`src/rtl/pingpong_pkg.sv`:
```
// Shared definitions for the ping-pong buffer read side.
//   NR_OF_ENTRIES / HALF_ENTRIES : buffer size and the size of one half
//   BITWIDTH                     : data word width
//   ADDR_W                       : pop address width (matches pingpongbuffer)
//   LEN_W                        : burst length width
//   state_t                      : read controller FSM states
//   clamp_len                    : maps a requested length onto 1..HALF_ENTRIES
package pingpong_pkg;

    localparam int NR_OF_ENTRIES = 64;
    localparam int HALF_ENTRIES  = NR_OF_ENTRIES / 2;
    localparam int BITWIDTH      = 32;
    localparam int ADDR_W        = 7;
    localparam int LEN_W         = 6;

    typedef enum logic [1:0] {
        IDLE   = 2'd0,
        SWITCH = 2'd1,
        READ   = 2'd2,
        DRAIN  = 2'd3
    } state_t;

    // A length of 0, or one larger than a half, means "the whole half".
    function automatic logic [LEN_W-1:0] clamp_len(input logic [LEN_W-1:0] len);
        if (len == '0 || len > LEN_W'(HALF_ENTRIES)) begin
            return LEN_W'(HALF_ENTRIES);
        end
        return len;
    endfunction

endpackage

```
`src/rtl/pingpong_skid_fifo.sv`:
```
// Two-entry FIFO holding words returned by the SSRAM read port.
//   clock, reset : clock and asynchronous active-low reset
//   push         : write pushData this cycle
//   pushData     : word to store
//   pop          : consumer takes the head word this cycle
//   popData      : head word (registered storage, stable while not popped)
//   count        : number of stored words (0..2)
// A push and pop in the same cycle leave count unchanged and add no bubble.
module pingpong_skid_fifo
    import pingpong_pkg::*;
(
    input  logic                clock,
    input  logic                reset,
    input  logic                push,
    input  logic [BITWIDTH-1:0] pushData,
    input  logic                pop,
    output logic [BITWIDTH-1:0] popData,
    output logic [1:0]          count
);

    logic [BITWIDTH-1:0] mem_q [2];
    logic [BITWIDTH-1:0] mem_d [2];
    logic                wr_ptr_q, wr_ptr_d;
    logic                rd_ptr_q, rd_ptr_d;
    logic [1:0]          count_q, count_d;
    logic                do_push;
    logic                do_pop;

    always_comb begin
        mem_d    = mem_q;
        wr_ptr_d = wr_ptr_q;
        rd_ptr_d = rd_ptr_q;
        do_pop   = pop && (count_q != 2'd0);
        // When full, a push is only legal if the head leaves in the same cycle;
        // the write then lands in the slot being vacated.
        do_push  = push && ((count_q != 2'd2) || do_pop);
        if (do_push) begin
            mem_d[wr_ptr_q] = pushData;
            wr_ptr_d        = ~wr_ptr_q;
        end
        if (do_pop) begin
            rd_ptr_d = ~rd_ptr_q;
        end
        count_d = count_q + 2'(do_push) - 2'(do_pop);
    end

    always_ff @(posedge clock or negedge reset) begin
        if (!reset) begin
            mem_q[0] <= '0;
            mem_q[1] <= '0;
            wr_ptr_q <= 1'b0;
            rd_ptr_q <= 1'b0;
            count_q  <= 2'd0;
        end else begin
            mem_q    <= mem_d;
            wr_ptr_q <= wr_ptr_d;
            rd_ptr_q <= rd_ptr_d;
            count_q  <= count_d;
        end
    end

    assign popData = mem_q[rd_ptr_q];
    assign count   = count_q;

endmodule

```
`src/rtl/pingpong_pop_reader.sv`:
```
// Read-side controller for the ping-pong buffer.
//   clock, reset : clock and asynchronous active-low reset
//   bufferReady  : 1-cycle pulse, write side filled a half; burstLength sampled with it
//   switch       : 1-cycle pulse that flips the pingpongbuffer pop half
//   popAddress   : read address into the pop half (1-cycle SSRAM latency on popData)
//   outData/outValid/outReady : output stream; a word moves when outValid & outReady.
//                  outData/outValid stay stable while outValid=1 and outReady=0.
//   busy         : a burst is in progress (SWITCH, READ or DRAIN)
//   done         : 1-cycle pulse after the last word of a burst has moved
//   overrun      : 1-cycle pulse when a request arrives while one is already pending
//   debugState   : current FSM state
module pingpong_pop_reader
    import pingpong_pkg::*;
(
    input  logic                clock,
    input  logic                reset,
    input  logic                bufferReady,
    input  logic [LEN_W-1:0]    burstLength,
    output logic                switch,
    output logic [ADDR_W-1:0]   popAddress,
    input  logic [BITWIDTH-1:0] popData,
    output logic [BITWIDTH-1:0] outData,
    output logic                outValid,
    input  logic                outReady,
    output logic                busy,
    output logic                done,
    output logic                overrun,
    output state_t              debugState
);

    state_t            state_q, state_d;
    logic [LEN_W-1:0]  len_q, len_d;
    logic [LEN_W-1:0]  idx_q, idx_d;
    logic [LEN_W-1:0]  pend_len_q, pend_len_d;
    logic              pending_q, pending_d;
    logic              in_flight_q, in_flight_d;
    logic [ADDR_W-1:0] addr_q, addr_d;
    logic              issue;
    logic              credit_ok;
    logic              fifo_pop;
    logic [1:0]        fifo_count;

    pingpong_skid_fifo u_fifo (
        .clock    (clock),
        .reset    (reset),
        .push     (in_flight_q),
        .pushData (popData),
        .pop      (fifo_pop),
        .popData  (outData),
        .count    (fifo_count)
    );

    assign outValid = (fifo_count != 2'd0);
    assign fifo_pop = outValid && outReady;

    // Words stored plus the word still coming back from the SSRAM, less the one
    // leaving this cycle, must stay below 2 so the 2-entry FIFO cannot overflow.
    // Written as a < b + pop to avoid an unsigned underflow.
    assign credit_ok = ({1'b0, fifo_count} + 3'(in_flight_q)) < (3'd2 + 3'(fifo_pop));

    always_comb begin
        state_d    = state_q;
        len_d      = len_q;
        idx_d      = idx_q;
        pend_len_d = pend_len_q;
        pending_d  = pending_q;
        issue      = 1'b0;
        switch     = 1'b0;
        done       = 1'b0;
        overrun    = 1'b0;

        case (state_q)
            IDLE: begin
                if (pending_q) begin
                    // Serve the queued request; a new one arriving now takes its place.
                    state_d   = SWITCH;
                    len_d     = pend_len_q;
                    pending_d = bufferReady;
                    if (bufferReady) begin
                        pend_len_d = clamp_len(burstLength);
                    end
                end else if (bufferReady) begin
                    state_d = SWITCH;
                    len_d   = clamp_len(burstLength);
                end
            end
            SWITCH: begin
                switch  = 1'b1;
                idx_d   = '0;
                state_d = READ;
            end
            READ: begin
                if (credit_ok) begin
                    issue = 1'b1;
                    idx_d = idx_q + LEN_W'(1);
                    if (idx_q == len_q - LEN_W'(1)) begin
                        state_d = DRAIN;
                    end
                end
            end
            DRAIN: begin
                if (!in_flight_q && fifo_count == 2'd0) begin
                    done    = 1'b1;
                    state_d = IDLE;
                end
            end
            default: state_d = IDLE;
        endcase

        // A request during a burst (including the done cycle) is queued one deep.
        if (bufferReady && state_q != IDLE) begin
            if (pending_q) begin
                overrun = 1'b1;
            end else begin
                pending_d  = 1'b1;
                pend_len_d = clamp_len(burstLength);
            end
        end

        in_flight_d = issue;
        addr_d      = issue ? ADDR_W'(idx_q) : addr_q;
    end

    always_ff @(posedge clock or negedge reset) begin
        if (!reset) begin
            state_q     <= IDLE;
            len_q       <= '0;
            idx_q       <= '0;
            pend_len_q  <= '0;
            pending_q   <= 1'b0;
            in_flight_q <= 1'b0;
            addr_q      <= '0;
        end else begin
            state_q     <= state_d;
            len_q       <= len_d;
            idx_q       <= idx_d;
            pend_len_q  <= pend_len_d;
            pending_q   <= pending_d;
            in_flight_q <= in_flight_d;
            addr_q      <= addr_d;
        end
    end

    // The address must be on the port in the cycle the read is issued.
    assign popAddress = addr_d;
    assign busy       = (state_q != IDLE);
    assign debugState = state_q;

endmodule
```
`config.mk`:
```
export PLATFORM = sky130hd
export DESIGN_NAME = pingpong_pop_reader
export DESIGN_NICKNAME = d
export VERILOG_FILES = /design/src/rtl/pingpong_pkg.sv /design/src/rtl/pingpong_skid_fifo.sv /design/src/rtl/pingpong_pop_reader.sv
export SDC_FILE = /design/constraint.sdc
export NUM_CORES = 1
export LEC_CHECK = 0
export CAP_MARGIN = 20
export CORE_ASPECT_RATIO = 0.6
export CORE_MARGIN = 3
export CORE_UTILIZATION = 52
export CTS_BUF_LIST = sky130_fd_sc_hd__clkbuf_16
export DETAILED_ROUTE_END_ITERATION = 12
export PLACE_DENSITY = 0.8
export SLEW_MARGIN = 30
export SYNTH_ARGS = -nofsm -noshare
export SYNTH_HDL_FRONTEND = slang
export SYNTH_SLANG_ARGS = --single-unit
export TNS_END_PERCENT = 50
```
`constraint.sdc`:
```
create_clock -name clock -period 2.4 [get_ports clock]
set_clock_uncertainty 0.15 [all_clocks]
set_input_delay 0.36 -clock clock [delete_from_list [all_inputs] [get_ports clock]]
set_output_delay 0.36 -clock clock [all_outputs]
set_load 0.01 [all_outputs]
```
# After elaboration in Yosys (flattened, before gate mapping)

Cells that the tools add are included.

Add/sub/neg operators: 6
Magnitude comparators: 5
Equality and inequality tests: 9
Mux-type cells: 45
Bitwise logic cells: 4
Reduce and logical (&&, ||, !) cells: 19

Operators by type and width:

| operator                                                           | number |
|---|---|
| 32-bit 2-to-1 mux                                                  | 4 |
| 6-bit 2-to-1 mux                                                   | 12 |
| 64-bit bitwise mux                                                 | 1 |
| 32-bit demux with 1-bit select                                     | 1 |
| 1-bit 2-to-1 mux                                                   | 19 |
| 6-bit one-hot mux with 2 select lines                              | 1 |
| 2-bit 2-to-1 mux                                                   | 5 |
| 2-bit != test, second input constant                               | 4 |
| 2-bit one-hot mux with 4 select lines                              | 1 |
| 2-bit nonzero test                                                 | 4 |
| 7-bit 2-to-1 mux                                                   | 1 |
| 6-bit by 1-bit adder with 6-bit output, second input constant      | 1 |
| 6-bit equality test                                                | 1 |
| 6-bit > comparator, second input constant                          | 1 |
| 1-bit logical AND                                                  | 6 |
| 6-bit zero test                                                    | 1 |
| 6-bit by 1-bit subtractor with 6-bit output, second input constant | 1 |
| 2-bit equality test, second input constant                         | 2 |
| 2-bit >= comparator, second input constant                         | 2 |
| 2-bit zero test                                                    | 2 |
| 1-bit inverter with 2-bit output                                   | 2 |
| 2-bit AND reduction                                                | 2 |
| 4-bit AND reduction                                                | 1 |
| 2-bit by 1-bit adder with 3-bit output                             | 1 |
| 10 further kinds                                                   | 12 |

Flip-flop bits (word level): 97
Bits of input ports: 42
Output and inout bits: 46
Word-level logic and storage cells: 100

# Longest topological paths before layout

Gate-level depths: netlist of the first run.

Word-level depth: 12
Gate-level depth with buffers: 8
Gate-level depth less buffers: 7

# Modules after synthesis

From an unflattened synthesis of the first run, not the netlist that was laid out.

Cells, all modules: 354
Area, all modules: 4576.9 sq um

By module, submodules not included:

| module              | instances | cells each | area an instance (sq um) | seq. area each (sq um) |
|---|---|---|---|---|
| pingpong_skid_fifo  | 1         | 195        | 3001.6                   | 1701.6 |
| pingpong_pop_reader | 1         | 159        | 1575.3                   | 725.7 |

# Least setup slack after synthesis of the first run

OpenSTA, ideal clock, no wires.

Path kind: flip-flop to output port
Start point: register in_flight_q
End point: output port popAddress[5]
Arrival: 1764 ps
Required time: 1890 ps
Slack: 126 ps
Stages on the path, launching flop included: 7
Buffers on the path: 1
Cells stage by stage: dfrtp_1 ha_1 ha_1 o21ai_2 nand3_2 clkbuf_1 mux2_1

Word-level cells in the longest chain between the ends: 5

RTL lines:

| element                                | line                       | source |
|---|---|---|
| start, declared                        | pingpong_pop_reader.sv:36  | `logic in_flight_q, in_flight_d;` |
| start signal, assigned                 | pingpong_pop_reader.sv:139 | `in_flight_q <= in_flight_d;` |
| 2-bit by 1-bit adder with 3-bit output | pingpong_pop_reader.sv:59  | `assign credit_ok = ({1'b0, fifo_count} + 3'(in_flight_q)) < (3'd2 + 3'(fifo_pop));` |
| 3-bit < comparator                     | pingpong_pop_reader.sv:59  |  |
| 1-bit 2-to-1 mux                       | pingpong_pop_reader.sv:93  | `if (credit_ok) begin` |
| 1-bit 2-to-1 mux                       | pingpong_pop_reader.sv:72  | `case (state_q)` |
| 7-bit 2-to-1 mux                       | pingpong_pop_reader.sv:121 | `addr_d = issue ? ADDR_W'(idx_q) : addr_q;` |
| end, declared                          | pingpong_pop_reader.sv:20  | `output logic [ADDR_W-1:0] popAddress,` |

Every way passes these cells.

# Worst setup path in the final report of the first run

Start point: register in_flight_q
End point: output port popAddress[4]

The elaborated chain is that of the path after synthesis.

==> flow_summary.json, run 1 <==
{
  "violations": "setup timing",
  "yosysWarningCount": 0,
  "critPathArrivalTime_ns": 1.97,
  "io_buffers": 87,
  "worst_setup_path_end_kind": "output pin",
  "vdd_drop_max_uv": 832,
  "grt_max_degree": 58,
  "period_share_pct": 103,
  "core-area_um2": 8130,
  "dpl.hpwl_um": 7070,
  "drive_gt1_share_pct": 25.2,
  "max-slew-margin-rel_pct": 52.7,
  "grt_pass1_vias": 3237,
  "synthCells": 342,
  "period_needed_ns": 2.48,
  "overflow": 0,
  "fin_ws_ns": -0.0769,
  "firstDrtPassIters": 4,
  "maxCapViolCount": 0,
  "path_clk_slew_ns": 0.06,
  "synth.avg_cell_area_um2": 13.1,
  "htreeDepth": 3,
  "rsz0062_at_grt": "true",
  "numCtsBuffers": 9,
  "gp_congestion": 0.830,
  "status": "finished, violations left",
  "final_antenna_net_count": 0,
  "area_delta_synth_final_pct": 38.0,
  "max_freq_mhz": 404,
  "dpl-instance-area_um2": 5650,
  "yosysUniqueCellTypes": 36,
  "grt_first_pass_wirelength_um": 16900,
  "nNetsFinal": 513,
  "drcViolationCount": 0,
  "layout_common_cells": "dfrtp_1, clkdlybuf4s50_1, mux2_1",
  "antenna_found_initial": 0,
  "leakage_nw": 2.76,
  "clockBufferDepth": 2,
  "dieArea_um2": 9800,
  "finalSetupViolCount": 8,
  "viasPerCell": 5.34,
  "cts_root_buf": "clkbuf_16",
  "syn_nets": 394,
  "cp_max_fo": 6,
  "final_area_um2": 6180,
  "wl_per_cell_um": 18.3,
  "finalHoldViolations": 0,
  "dp_slack_ns": -0.401,
  "dr.first_iter.drc_count": 154,
  "die_h_um": 77.9,
  "final-max-slew-violation-count": 0,
  "min_path_type": "flop to flop",
  "required_ns": 1.89,
  "cellPowerDensity_nw_per_um2": 1430,
  "fill_cells": 544,
  "syn_area_um2": 4480,
  "die_x_um": 126,
  "synth_seq_cells": 97,
  "start_util_pct": 55.1,
  "rows": 25,
  "vias": 3056,
  "layout_commonest_cell": "dfrtp_1",
  "crit_type": "flop to output pin",
  "clk_latency_ns": 0.34,
  "io_pins": 88,
  "worstMarginPinSlew_ns": 0.709,
  "numClockSinks": 97,
  "startpoint_type": "flop",
  "ys_seq_area_share_pct": 54.2,
  "cts_tree": "done",
  "hold_ws_ns": 0.334,
  "drt_wl_total_um": 10500,
  "track_usage_pct": 22.1,
  "antenna_cells": 0
}
-- synth_stat cells --
cell type / count / area, µm²
nor2b_1: 1 / 6.26
nand2b_1: 7 / 43.8
o21ai_0: 13 / 65.1
a211o_1: 1 / 8.76
inv_1: 14 / 52.6
and2_1: 1 / 6.26
or4_1: 1 / 7.51
xnor2_1: 8 / 70.1
buf_2: 6 / 30.0
nor3_1: 3 / 15.0
o32a_1: 1 / 10.0
o31a_1: 2 / 17.5
o211ai_1: 2 / 15.0
nand3_2: 1 / 10.0
nand4_1: 1 / 6.26
a31oi_1: 1 / 6.26
a2111oi_2: 1 / 15.0
mux2_2: 50 / 563
a21oi_1: 4 / 20.0
nand3_1: 5 / 25.0
ha_1: 10 / 125
nor2_1: 5 / 18.8
o31ai_2: 1 / 12.5
o31ai_1: 1 / 7.51
o21ai_1: 5 / 25.0
o21ai_2: 1 / 8.76
nand2_1: 19 / 71.3
nor4b_1: 1 / 8.76
a21o_1: 2 / 15.0
a21boi_1: 1 / 7.51
dfrtp_1: 97 / 2430
clkbuf_1: 10 / 37.5
mux2_1: 59 / 664
nor3b_1: 1 / 7.51
xor2_1: 5 / 43.8
and3_1: 1 / 6.26
-- per-layer routing --
metal  wire length, µm  GRT usage (%)
met5                 0              0
met2              4570           33.0
met3               707           6.95
met1              5050           31.4
met4               141           6.21
-- through the flow --
stage	util, %	power [mW]	TNS, ns	std cells
floorplan	-	4.98	0	342
global placement	69.4	6.69	-1.81	544
detailed placement	69.4	6.85	-2.60	544
CTS	75.6	8.80	-0.678	570
global route	76.0	9.34	-1.06	572
finish	76.0	8.82	-0.474	572
-- flip-flops by register name, summed over array words and instances (netlist names) --
signal,count
pending_q,1
len_q,6
debugState,2
pend_len_q,6
idx_q,6
in_flight_q,1
u_fifo.count,2
u_fifo.rd_ptr_q,1
u_fifo.wr_ptr_q,1
u_fifo.mem_q,64
addr_q,7
-- power by group --
group	leakage [nW]	switching (mW)	internal [mW]
Clock	0.160	0.579	0.999
Combinational	1.41	1.87	2.55
Sequential	1.19	0.436	2.39
-- worst paths after layout --
check / from / end / slack, ns / cells past startpoint
setup / recovery: in_flight_q / popAddress[4] / -0.08 / 6
hold / removal: pend_len_q[4] / pend_len_q[4] / 0.33 / 2
setup reg to reg: u_fifo.count[1] / debugState[1] / -0.04 / 7
hold reg to reg: pend_len_q[4] / pend_len_q[4] / 0.33 / 2
max in group asynchronous: reset / u_fifo.mem_q[40] / 0.95 / 3
min in group asynchronous: reset / addr_q[4] / 0.47 / 2
-- cell families after synthesis --
family          count (synthesis)  share of synthesized area, %
flops                          97                          54.2
mux                           109                          27.4
simple gates                   47                          5.19
fa+ha+maj                      10                          2.79
compound gates                 36                          5.22
buf+inv                        30                          2.68
xor+xnor                       13                          2.54
-- layout make-up --
class	count	area [µm²]	area share (%)
Clock buffer	9	225	3.64
Inverter	14	52.6	0.850
Tap cell	108	135	2.19
Sequential cell	97	2430	39.3
Timing Repair Buffer	124	1230	20.0
Clock inverter	5	97.6	1.58
Multi-Input combinational cell	215	2010	32.5
-- critical path, cell delays in order, from the launching register on --
cell and delay, ns:
dfrtp_1 0.38, ha_2 0.30, o21ai_4 0.19, nand3_4 0.16
buf_6 0.17, mux2_4 0.30, buf_6 0.12
-- what timing repair did --
| item | CTS | global route |
|---|---|---|
| gates resized for setup | 53 | 5 |
| endpoints found under the setup margin | 11 | 10 |
| hold buffers | 1 | 0 |
| gates cloned | 0 | 0 |
| hold endpoints to repair | 55 | 0 |
| setup buffers | 11 | 2 |
| pin swaps | 6 | 3 |
No activity file was read; power rests on OpenSTA's default activity.
==> inputs of run 2 (changes only) <==
SLEW_MARGIN = default   (was 30)
==> results of run 2 <==
The final DEF is identical to that of run 1; final timing and power are the same.
==> inputs of run 3 (changes only) <==
SETUP_SLACK_MARGIN = 0.4   (was default)
==> run 3 against run 2 <==
The flow still finishes with violations (setup timing). Total power is 16% higher. Clock-buffer cell count is the same. Fmax grew 2.3%. Clock power about the same. Highest routed layer unchanged.
==> flow_summary.json, run 3 (synthesized netlist as in run 1, its figures left out) <==
{
  "status": "finished, violations left",
  "violations": "setup timing",
  "grt_util_met1_pct": 29.8,
  "path_buf_inv": 1,
  "cp_max_fo": 8,
  "drive_gt1_share_pct": 46.3,
  "cts_tree": "done",
  "clk_latency_ns": 0.35,
  "min_path_type": "flop to flop",
  "period_needed_ns": 2.42,
  "core-area_um2": 8130,
  "cts_root_buf": "clkbuf_16",
  "crit_family": "adder cells",
  "crit_path_max_incr_delay_ns": 0.40,
  "finalHoldViolations": 0,
  "start_util_pct": 55.1,
  "antenna_found_initial": 0,
  "dr.first_iter.drc_count": 149,
  "final-max-slew-violation-count": 0,
  "gp_congestion": 0.767,
  "use_met2_pct": 37.2,
  "rsz0062_at_grt": "true",
  "path_clk_slew_ns": 0.06,
  "rows": 25,
  "worst_setup_path_end_kind": "output pin",
  "top_regs": "u_fifo.mem_q: 64 flops, addr_q: 7 flops",
  "max_freq_mhz": 413,
  "htreeDepth": 3,
  "antenna_cells": 0,
  "period_share_pct": 101,
  "vdd_drop_max_uv": 751,
  "drt_wl_total_um": 11500,
  "wl_per_cell_um": 20.2,
  "largest_register_ffs": 64,
  "worstMarginPinSlew_ns": 0.444,
  "firstDrtPassIters": 4,
  "io_buffers": 87,
  "area_delta_synth_final_pct": 49.4,
  "grt.busiest_layer": "met2",
  "viasPerCell": 5.45,
  "dieArea_um2": 9800,
  "required_ns": 1.89,
  "final_antenna_net_count": 0,
  "met3_usage_pct": 6.74,
  "critPathArrivalTime_ns": 1.91,
  "maxCapViolCount": 0,
  "track_usage_pct": 22.8,
  "startpoint_type": "flop",
  "crit_chain": "ha_2 -> ha_4 -> o21ai_4 -> nand3_4 -> mux2_4 -> buf_6",
  "dpl.hpwl_um": 6790,
  "clockBufferDepth": 2,
  "layout_commonest_cell": "mux2_4",
  "largest-register": "u_fifo.mem_q",
  "die_h_um": 77.9,
  "io_pins": 88,
  "die_x_um": 126,
  "total_power_mw": 10.2,
  "slowest_stage": "dfrtp_1",
  "numCtsBuffers": 9,
  "crit_type": "flop to output pin",
  "grt_first_pass_wirelength_um": 17400,
  "layout_common_cells": "mux2_4, dfrtp_1, clkdlybuf4s50_1, buf_6, buf_4",
  "vias": 3108,
  "fin_ws_ns": -0.0206,
  "finalSetupViolCount": 7,
  "overflow": 0,
  "grt_pass1_vias": 3391,
  "nNetsFinal": 509,
  "grt_max_degree": 48,
  "max-slew-margin-rel_pct": 70.4,
  "hold_ws_ns": 0.335,
  "leakage_nw": 3.22,
  "drcViolationCount": 0,
  "numClockSinks": 97,
  "cellPowerDensity_nw_per_um2": 1530
}
-- run 3: power breakdown --
| group | internal [mW] | leakage, nW | total [mW] | switching (mW) |
|---|---|---|---|---|
| registers | 2.40 | 1.19 | 2.94 | 0.545 |
| logic | 3.50 | 1.86 | 5.65 | 2.15 |
| clock network | 1.01 | 0.172 | 1.61 | 0.604 |
-- run 3: path summary, 6_finish.rpt --
| kind | from | endpoint | slack, ns | cells after the start |
|---|---|---|---|---|
| worst max-delay path | in_flight_q | popAddress[1] | -0.02 | 6 |
| worst min-delay path | pend_len_q[3] | pend_len_q[3] | 0.34 | 2 |
| worst max register to register | in_flight_q | idx_q[5] | 0.13 | 8 |
| worst min register to register | pend_len_q[3] | pend_len_q[3] | 0.34 | 2 |
| max in group asynchronous | reset | u_fifo.mem_q[56] | 1.13 | 3 |
| min in group asynchronous | reset | u_fifo.mem_q[9] | 0.36 | 2 |
-- run 3: layout make-up --
cell class                      count  area, µm²
Multi-Input combinational cell    215       2440
Sequential cell                    97       2430
Fill cell                         440       1440
Timing Repair Buffer              120       1310
Clock buffer                        9        225
Tap cell                          108        135
Clock inverter                      7        111
Inverter                           14       52.6
-- run 3: metal layers --
layer  share of wire (%)  up-vias
met5                   0        -
met4                 1.7        0
met3                 4.4       19
met2                  48       73
met1                  46     1587
li1                    -     1429
-- run 3: what timing repair did --
action,in CTS,in global routing
pin swaps,6,10
endpoints found under the hold margin,34,0
buffers inserted,8,4
endpoints found under the setup margin,48,62
resized for setup,231,102
cloned,2,2
hold buffers,1,0
-- run 3: worst reg2reg max path, stage by stage, from the launching register on --
cell and delay (ns):
dfrtp_1 0.40, ha_2 0.20, ha_4 0.22, o21ai_4 0.07
nand3_4 0.19, buf_4 0.19, buf_6 0.13, or4_1 0.50
a21boi_1 0.15
-- run 3: metrics by stage --
step / area [µm²] / setup WS (ns) / std cells / setup TNS [ns] / utilization (%)
2_1_floorplan: 4550 / 0.356 / 342 / 0 / -
3_3_place_gp: 5630 / -0.241 / 537 / -1.44 / 69.3
3_5_place_dp: 5630 / -0.257 / 537 / -1.58 / 69.3
4_1_cts: 6210 / -0.0180 / 564 / -0.0801 / 76.4
5_1_grt: 6700 / -0.0854 / 570 / -0.561 / 82.3
6_report: 6700 / -0.0206 / 570 / -0.107 / 82.3
